--- src/rtl/snos_i2s_pkg.sv ---
// Shared types and defaults for the MCU I2S receive path.
//   i2s_rx_state_t : receiver frame-lock state (SYNC / LEFT / RIGHT)
//   i2s_sample_t   : one captured sample at the default width
//   SAMPLE_W_DEF, SLOT_MAX_DEF : default captured width and max slot length
package snos_i2s_pkg;
  localparam int SAMPLE_W_DEF = 24;
  localparam int SLOT_MAX_DEF = 64;

  typedef enum logic [1:0] {SYNC, LEFT, RIGHT} i2s_rx_state_t;

  typedef logic [SAMPLE_W_DEF-1:0] i2s_sample_t;
endpackage

--- src/rtl/i2s_rx_sync.sv ---
// Input conditioning for the MCU I2S pins.
//   clk, reset_n      : system clock, synchronous active-low reset
//   bck, lrck, data   : asynchronous serial pins
//   bck_rise          : one-cycle pulse per synchronized bck rising edge
//   lrck_smp, data_smp: lrck/data aligned with bck_rise
// Every pin sees the same two-flop synchronizer; a third bck flop gives the
// edge detect, and lrck/data are registered alongside the edge pulse so all
// three outputs describe the same bck rising edge.
module i2s_rx_sync (
  input  logic clk,
  input  logic reset_n,
  input  logic bck,
  input  logic lrck,
  input  logic data,
  output logic bck_rise,
  output logic lrck_smp,
  output logic data_smp
);
  logic [2:0] bck_q;
  logic [1:0] lrck_q;
  logic [1:0] data_q;

  always_ff @(posedge clk) begin
    if (!reset_n) begin
      bck_q    <= '0;
      lrck_q   <= '0;
      data_q   <= '0;
      bck_rise <= 1'b0;
      lrck_smp <= 1'b0;
      data_smp <= 1'b0;
    end else begin
      bck_q    <= {bck_q[1:0], bck};
      lrck_q   <= {lrck_q[0], lrck};
      data_q   <= {data_q[0], data};
      bck_rise <= bck_q[1] & ~bck_q[2];
      lrck_smp <= lrck_q[1];
      data_smp <= data_q[1];
    end
  end
endmodule

--- src/rtl/i2s_mcu_rx.sv ---
// I2S receiver for the MCU audio path: deserializes standard I2S frames
// (MSB first, one-bit delay, lrck low = left) and hands left/right pairs to
// the snos datapath over valid/ready.
//   clk, reset_n            : 24 MHz clock, synchronous active-low reset
//   en                      : receive enable, low forces SYNC
//   i2s_mcu_bck/lrck/data   : asynchronous serial inputs
//   out_left, out_right     : held sample pair (MSB-aligned)
//   out_valid, out_ready    : output handshake
//   err_short/long/ovf      : one-cycle error pulses
//   locked                  : high while framed (LEFT/RIGHT)
// Optional: define I2S_MCU_RX_STATS_EN to add pair_cnt / err_cnt outputs.
module i2s_mcu_rx
  import snos_i2s_pkg::*;
#(
  parameter int SAMPLE_W = SAMPLE_W_DEF,
  parameter int SLOT_MAX = SLOT_MAX_DEF
) (
  input  logic                clk,
  input  logic                reset_n,
  input  logic                en,
  input  logic                i2s_mcu_bck,
  input  logic                i2s_mcu_lrck,
  input  logic                i2s_mcu_data,
  output logic [SAMPLE_W-1:0] out_left,
  output logic [SAMPLE_W-1:0] out_right,
  output logic                out_valid,
  input  logic                out_ready,
  output logic                err_short,
  output logic                err_long,
  output logic                err_ovf,
  output logic                locked
`ifdef I2S_MCU_RX_STATS_EN
  ,
  output logic [15:0]         pair_cnt,
  output logic [15:0]         err_cnt
`endif
);
  localparam int CW = $clog2(SLOT_MAX + 1);
  localparam logic [CW-1:0] SLOT_LIM  = CW'(SLOT_MAX);
  localparam logic [CW-1:0] SHORT_LIM = CW'(SAMPLE_W);
  localparam logic [SAMPLE_W-1:0] MSB_ONE = {1'b1, {(SAMPLE_W-1){1'b0}}};

  logic rise, lrck_s, data_s;

  i2s_rx_sync u_sync (
    .clk      (clk),
    .reset_n  (reset_n),
    .bck      (i2s_mcu_bck),
    .lrck     (i2s_mcu_lrck),
    .data     (i2s_mcu_data),
    .bck_rise (rise),
    .lrck_smp (lrck_s),
    .data_smp (data_s)
  );

  i2s_rx_state_t state, state_nx;
  logic [SAMPLE_W-1:0] word, wnext, left_hold;
  logic [CW-1:0] bitcnt, cnt_inc;
  logic lrck_prev, change;
  logic close, long_err, emit, load_left;
  logic short_nx, load_out, drop;

  assign change  = lrck_s ^ lrck_prev;
  assign cnt_inc = bitcnt + 1'b1;
  // Bits past SAMPLE_W shift the mask out to zero, so they are discarded.
  assign wnext   = word | (data_s ? (MSB_ONE >> bitcnt) : '0);
  assign locked  = (state != SYNC);

  assign short_nx = close && (cnt_inc < SHORT_LIM);
  assign load_out = emit && (!out_valid || out_ready);
  assign drop     = emit && out_valid && !out_ready;

  always_ff @(posedge clk) begin
    if (!reset_n) state <= SYNC;
    else          state <= state_nx;
  end

  always_comb begin
    state_nx  = state;
    close     = 1'b0;
    long_err  = 1'b0;
    emit      = 1'b0;
    load_left = 1'b0;
    if (!en) begin
      state_nx = SYNC;
    end else if (rise) begin
      case (state)
        SYNC: if (change && !lrck_s) state_nx = LEFT;
        LEFT: begin
          if (change) begin
            close     = 1'b1;
            load_left = 1'b1;
            state_nx  = RIGHT;
          end else if (cnt_inc == SLOT_LIM) begin
            long_err = 1'b1;
            state_nx = SYNC;
          end
        end
        RIGHT: begin
          if (change) begin
            close    = 1'b1;
            emit     = 1'b1;
            state_nx = LEFT;
          end else if (cnt_inc == SLOT_LIM) begin
            long_err = 1'b1;
            state_nx = SYNC;
          end
        end
        default: state_nx = SYNC;
      endcase
    end
  end

  always_ff @(posedge clk) begin
    if (!reset_n) begin
      word      <= '0;
      bitcnt    <= '0;
      lrck_prev <= 1'b0;
      left_hold <= '0;
      out_left  <= '0;
      out_right <= '0;
      out_valid <= 1'b0;
      err_short <= 1'b0;
      err_long  <= 1'b0;
      err_ovf   <= 1'b0;
    end else begin
      err_short <= short_nx;
      err_long  <= long_err;
      err_ovf   <= drop;
      // lrck history tracks the line even while disabled, so re-enabling
      // does not see a stale edge.
      if (rise) lrck_prev <= lrck_s;
      if (!en) begin
        word      <= '0;
        bitcnt    <= '0;
        left_hold <= '0;
      end else if (rise) begin
        if (state == SYNC || close || long_err) begin
          word   <= '0;
          bitcnt <= '0;
        end else begin
          word   <= wnext;
          bitcnt <= cnt_inc;
        end
        if (load_left) left_hold <= wnext;
      end
      // en=0 deliberately leaves a pending pair in place.
      if (load_out) begin
        out_left  <= left_hold;
        out_right <= wnext;
        out_valid <= 1'b1;
      end else if (out_ready) begin
        out_valid <= 1'b0;
      end
    end
  end

`ifdef I2S_MCU_RX_STATS_EN
  always_ff @(posedge clk) begin
    if (!reset_n) begin
      pair_cnt <= '0;
      err_cnt  <= '0;
    end else begin
      if (load_out) pair_cnt <= pair_cnt + 16'd1;
      if (short_nx || long_err || drop) err_cnt <= err_cnt + 16'd1;
    end
  end
`else
  // Statistics counters not built.
`endif
endmodule

--- config.mk ---
export PLATFORM = sky130hd
export DESIGN_NAME = i2s_mcu_rx
export DESIGN_NICKNAME = d
export VERILOG_FILES = /design/src/rtl/snos_i2s_pkg.sv /design/src/rtl/i2s_rx_sync.sv /design/src/rtl/i2s_mcu_rx.sv
export SDC_FILE = /design/constraint.sdc
export NUM_CORES = 1
export LEC_CHECK = 0
export BUFFER_PORTS_ARGS = -buffer_cell sky130_fd_sc_hd__buf_2
export CORE_MARGIN = 4
export CORE_UTILIZATION = 51
export DETAILED_ROUTE_END_ITERATION = 8
export PLACE_DENSITY = 0.73
export SLEW_MARGIN = 20
export SYNTH_ARGS = -nofsm -noshare
export SYNTH_HDL_FRONTEND = slang
export SYNTH_SLANG_ARGS = --single-unit
--- constraint.sdc ---
create_clock -name clk -period 3.5 [get_ports clk]
set_input_delay 0 -clock clk [delete_from_list [all_inputs] [get_ports clk]]
set_output_delay 0 -clock clk [all_outputs]
set_load 0.01 [all_outputs]
Word-level counts from Yosys, hierarchy flattened
Cells that the tools add are included.

operators by class
  add/sub/neg operators = 1
  multipliers = 0
  div/mod/pow operators = 0
  magnitude comparators = 1
  equality and inequality tests = 4
  shift-type cells = 1
  multiplexer cells = 25
  bitwise gates (word level) = 4
  reductions and logical operators = 18

operators with widths
  cell                                                                   number
  24-bit 2-to-1 mux                                                      2
  24-bit bitwise OR                                                      1
  24-bit by 7-bit >> shifter with 24-bit output (first input constant)   1
  1-bit 2-to-1 mux                                                       17
  2-bit 2-to-1 mux                                                       4
  7-bit by 1-bit adder with 7-bit output (second input constant)         1
  7-bit == test (second input constant)                                  1
  7-bit by 5-bit < comparator with 1-bit output (second input constant)  1
  7-bit 2-to-1 mux                                                       1
  2-bit case mux with 3 select lines                                     1
  2-bit AND reduction                                                    3
  1-bit logical AND                                                      5
  2-bit nonzero test                                                     2
  1-bit logical NOT                                                      3
  1-bit logical OR                                                       3
  2-bit by 1-bit == test with 1-bit output (second input constant)       1
  2-bit == test (second input constant)                                  1
  2-bit logical NOT                                                      1
  2-bit != test (second input constant)                                  1
  2-bit OR reduction                                                     1
  1-bit AND                                                              1
  1-bit NOT                                                              1
  1-bit XOR                                                              1

word-level totals
  register bits = 120
  latch bits = 0
  RAM bits = 0
  ROM bits = 0
  output and inout bits = 53
  word-level logic and storage cells = 71
  memories = 0

Longest topological paths before layout
  depth after elaboration = 9
  gate-level depth with buffers = 8

Hierarchy
Synthesis repeated with hierarchy kept, for this count alone.

second synthesis, totals
  cells, all modules = 594
  area, all modules = 4956.0 um^2

by module, submodules not included
  module       times used  cells each  area an instance (um^2)
  i2s_mcu_rx   1           574         4679.5
  i2s_rx_sync  1           20          276.5

Worst setup path after synthesis
OpenSTA, ideal clock, no wires.

  path kind = register -> register
  from = register u_sync.lrck_smp
  to = register out_right[8]
  setup time = 0.116 ns
  arrival time = 1.711 ns
  data required time = 3.384 ns
  setup slack = 1.673 ns
  cell stages (with the launch flop) = 9
  buffers on the path = 1
  path through = dfxtp_1 inv_1 ha_1 nor2b_1 nand3_1 nor2_2 buf_2 nand2_1 o211a_1

on the way
  longest elaborated chain between the ends = 6

ends and longest elaborated chain
  element                 RTL line           RTL
  start, declared         i2s_rx_sync.sv:16  output logic lrck_smp,
  start signal, assigned  i2s_rx_sync.sv:36  lrck_smp <= lrck_q[1];
  1-bit XOR               i2s_mcu_rx.sv:63   assign change = lrck_s ^ lrck_prev;
  1-bit 2-to-1 mux        i2s_mcu_rx.sv:100  if (change) begin
  1-bit 2-to-1 mux        i2s_mcu_rx.sv:87   case (state)
  1-bit 2-to-1 mux        i2s_mcu_rx.sv:86   end else if (rise) begin
  1-bit 2-to-1 mux        i2s_mcu_rx.sv:84   if (!en) begin
  1-bit logical AND       i2s_mcu_rx.sv:70   assign load_out = emit && (!out_valid || out_ready);
  end signal, assigned    i2s_mcu_rx.sv:150  out_right <= wnext;
  end, declared           i2s_mcu_rx.sv:25   output logic [SAMPLE_W-1:0] out_right,

Every way passes these cells.
A chain may end at the register's enable or synchronous reset.

Worst setup path in the final report
  from = register bitcnt[1]
  to = register word[15]

on the way
  longest elaborated chain between the ends = 9

ends and longest elaborated chain
  element                                 RTL line                             RTL
  start, declared                         i2s_mcu_rx.sv:58                     logic [CW-1:0] bitcnt, cnt_inc;
  start signal, assigned                  i2s_mcu_rx.sv:143                    bitcnt <= cnt_inc;
  7-bit by 1-bit adder with 7-bit output  i2s_mcu_rx.sv:64                     assign cnt_inc = bitcnt + 1'b1;
  7-bit == test                           i2s_mcu_rx.sv:94, i2s_mcu_rx.sv:104
  1-bit 2-to-1 mux                        i2s_mcu_rx.sv:94, i2s_mcu_rx.sv:104
  1-bit 2-to-1 mux                        i2s_mcu_rx.sv:90                     if (change) begin
  1-bit 2-to-1 mux                        n/a
  1-bit 2-to-1 mux                        i2s_mcu_rx.sv:86
  1-bit 2-to-1 mux                        i2s_mcu_rx.sv:84
  1-bit logical OR                        i2s_mcu_rx.sv:138                    if (state == SYNC || close || long_err) begin
  24-bit 2-to-1 mux *                     i2s_mcu_rx.sv:138
  end signal, assigned                    i2s_mcu_rx.sv:142                    word <= wnext;
  end, declared                           i2s_mcu_rx.sv:57                     logic [SAMPLE_W-1:0] word, wnext, left_hold;

Every way passes the cells marked *; elsewhere a longest branch is shown, timed or not.

==> flow_summary.yaml <==
logic_synthesis:
  synth-edff-count: 0
  synthArstFlopShare_pct: 0
  syn-cell-area_um2: 4800
  ys_seq_elements: 120
  syn_area_per_cell_um2: 8.96
  synthMuxAreaShare_pct: 0.209
  yosysWarnings: 0
  synth_xor_area_share_pct: 0.365
  syn_nets: 548
  synth_fa_ha_area_share_pct: 1.57
  syn_inst: 535
  synth_ff_type: "dfxtp_1"
  synth_top_family_by_area: "compound AO/OA/AOI/OAI gates"
  synth_cell_types: 47
  synth_compound_area_share_pct: 22.2
  synth_simple_gate_area_share_pct: 21.0
  seq_area_frac_synth_pct: 50.1
min_path:
  worstHoldStart: "reset_n"
  hold_class: "primary input to flip-flop"
layout:
  nNetsFinal: 595
  stdcell_area_um2: 5750
  fillerInstances: 766
  multiInputGateArea_um2: 2180
  drive_above_1_share_pct: 19.7
  final_cell_mix: "120 x dfxtp_1, 81 x nand2_1, 59 x buf_2"
  area_delta_synth_final_pct: 19.8
  seq_area_um2: 2400
  utilization_pct: 62.5
  antennaDiodeCount: 0
  final_common_cell: "dfxtp_1"
global_route:
  track_usage_pct: 20.4
  grt_pass1_vias: 3730
  grt_max_degree: 73
  antenna_found_initial: 0
  grt-ovfl-total: 0
  grt_pass1_wl_um: 18300
clock_tree:
  post_cts_buffers: 0
  tritoncts: "done"
  cts_resized: 0
  clk_latency_ns: 0.52
  cts-htree-levels: 4
  max-clock-path-buffers: 2
  cts-root-buf: "clkbuf_8"
  cts_sinks: 120
  cts_buffers: 17
  clkSlewWorstSetupHoldPaths_ns: 0.06
routing:
  wirelength_um: 10500
  via_per_inst: 5.52
  dr.pass1.iters: 5
  dr_total_vias: 3897
  drc_errors: 0
  postRouteAntennaNets: 0
  wl_per_cell_um: 14.9
  drt_iter0_markers: 313
floorplanning:
  die_y_um: 105
  dieArea_um2: 11000
  core-area_um2: 9200
  io_pins: 60
  rows: 35
  die_w_um: 105
  initial_core_util_pct: 52.1
worst_setup_path:
  crit_arrival_ns: 2.95
  crit_type: "flip-flop to flip-flop"
  startpoint_type: "flip-flop"
  crit_fanout: 24
  worstPathRequired_ns: 3.86
  worstSetupEndpointType: "flip-flop"
  reg2reg_from: "bitcnt[1]$_SDFFE_PN0P_"
  startpoint: "bitcnt[1]$_SDFFE_PN0P_"
placement:
  numPortBuffers: 59
  dp_slack_ns: 0.926
  gp_congestion: 0.877
  place_area_um2: 5080
  hpwl_um: 7030
sta:
  period_share_pct: 73.9
  setup_viol: 0
  report.final.slew_viol_count: 0
  tns_ns: 0
  rsz0062_at_grt: "no"
  timing.final.crit_period_ns: 2.59
  max_slew_margin_pct: 37.9
  setup_ws_ns: 0.914
  hold-worst-slack_ns: 0.142
  fmax_mhz: 387
  hold_viol: 0
  skew_ns: 0.00670
  worst_slew_pin_slew_ns: 0.931
flow_run:
  maxCapViolCount: 0
pwr:
  power.density_nw_per_um2: 558
  vdd_ir_drop_max_mv: 0.412
  power_leakage_nw: 2.46
outcome:
  status: "finished, final reports clean"
kinds of logic after synthesis:
logic type               after synthesis
AO/OA/AOI/OAI                        150
XOR/XNOR                               2
AND/OR/NAND/NOR                      209
buffers and inverters                 47
adder cells (fa/ha/maj)                6
multiplexers                           1
flip-flops                           120
repair_timing:
item | 4_1_cts | 5_1_grt
hold endpoints to repair | 8 | 0
hold buffers | 5 | 0
setup endpoints to repair | 0 | 0
Yosys cell counts (7+ instances only):
| master | number | share of area [%] |
|---|---|---|
| dfxtp_1 | 120 | 50 |
| nand2_1 | 81 | 6.3 |
| nor2_1 | 53 | 4.1 |
| a21oi_1 | 50 | 5.2 |
| a211oi_1 | 24 | 3.8 |
| o211a_1 | 24 | 5.0 |
| clkbuf_1 | 21 | 1.6 |
| a21boi_0 | 20 | 3.1 |
| buf_2 | 15 | 1.6 |
| and2_1 | 11 | 1.4 |
| nor2_2 | 11 | 1.4 |
| and3_1 | 10 | 1.3 |
| o21ai_0 | 10 | 1.0 |
| nor2b_1 | 9 | 1.2 |
| nand2b_1 | 8 | 1.0 |
| a31oi_1 | 7 | 0.91 |
area by class of cell:
type / instances / area share, %
clock buffer: 18 / 7.45
clock inverter: 14 / 3.31
inverter: 6 / 0.392
multi-input combinational: 368 / 38.0
sequential: 120 / 41.8
tap: 111 / 2.42
timing repair buffer: 69 / 6.66
state kept, by name, indices dropped and copies added, names as in the netlist:
name,cells
bitcnt,7
err_long,1
err_ovf,1
err_short,1
left_hold,24
lrck_prev,1
out_left,24
out_right,24
out_valid,1
state,2
u_sync.bck_q,3
u_sync.bck_rise,1
u_sync.data_q,2
u_sync.data_smp,1
u_sync.lrck_q,2
u_sync.lrck_smp,1
word,24
routing by layer:
metal	up-vias	global-route usage (%)	share of wire (%)	wire length, µm
met5	-	0	0	0
met4	0	7.22	0.92	97
met3	13	5.25	5.8	604
met2	123	32.4	46	4820
met1	1807	26.9	47	4970
li1	1954	-	-	-
report_power, final:
part | total (mW) | switching, mW | internal, mW
logic | 0.0468 | 0.0295 | 0.0173
clock network | 1.79 | 0.664 | 1.12
registers | 1.37 | 0.00177 | 1.37
total | 3.21 | 0.695 | 2.51
path summary, 6_finish.rpt:
check,endpoint,slack (ns),cells after the start
setup / recovery,word[15]$_SDFFE_PN0P_,0.91,6
hold / removal,err_ovf$_SDFF_PN0_,0.14,3
setup reg to reg,word[15]$_SDFFE_PN0P_,0.91,6
hold reg to reg,u_sync.bck_rise$_SDFF_PN0_,0.38,1
worst max-delay path: stages (launching register included):
cell and delay [ns]:
dfxtp_1 0.71, ha_1 0.39, nand3_1 0.14, a211oi_2 0.26, o21ai_2 0.13, a31oi_4 0.66, nor2_1 0.14
stage by stage:
step           std cells  power [mW]
5_1_grt              706        3.31
3_5_place_dp         669        1.44
6_report             706        3.21
3_3_place_gp         669        1.44
2_1_floorplan        535        1.44
4_1_cts              706        3.23
No activity file was read; power rests on OpenSTA's default activity.
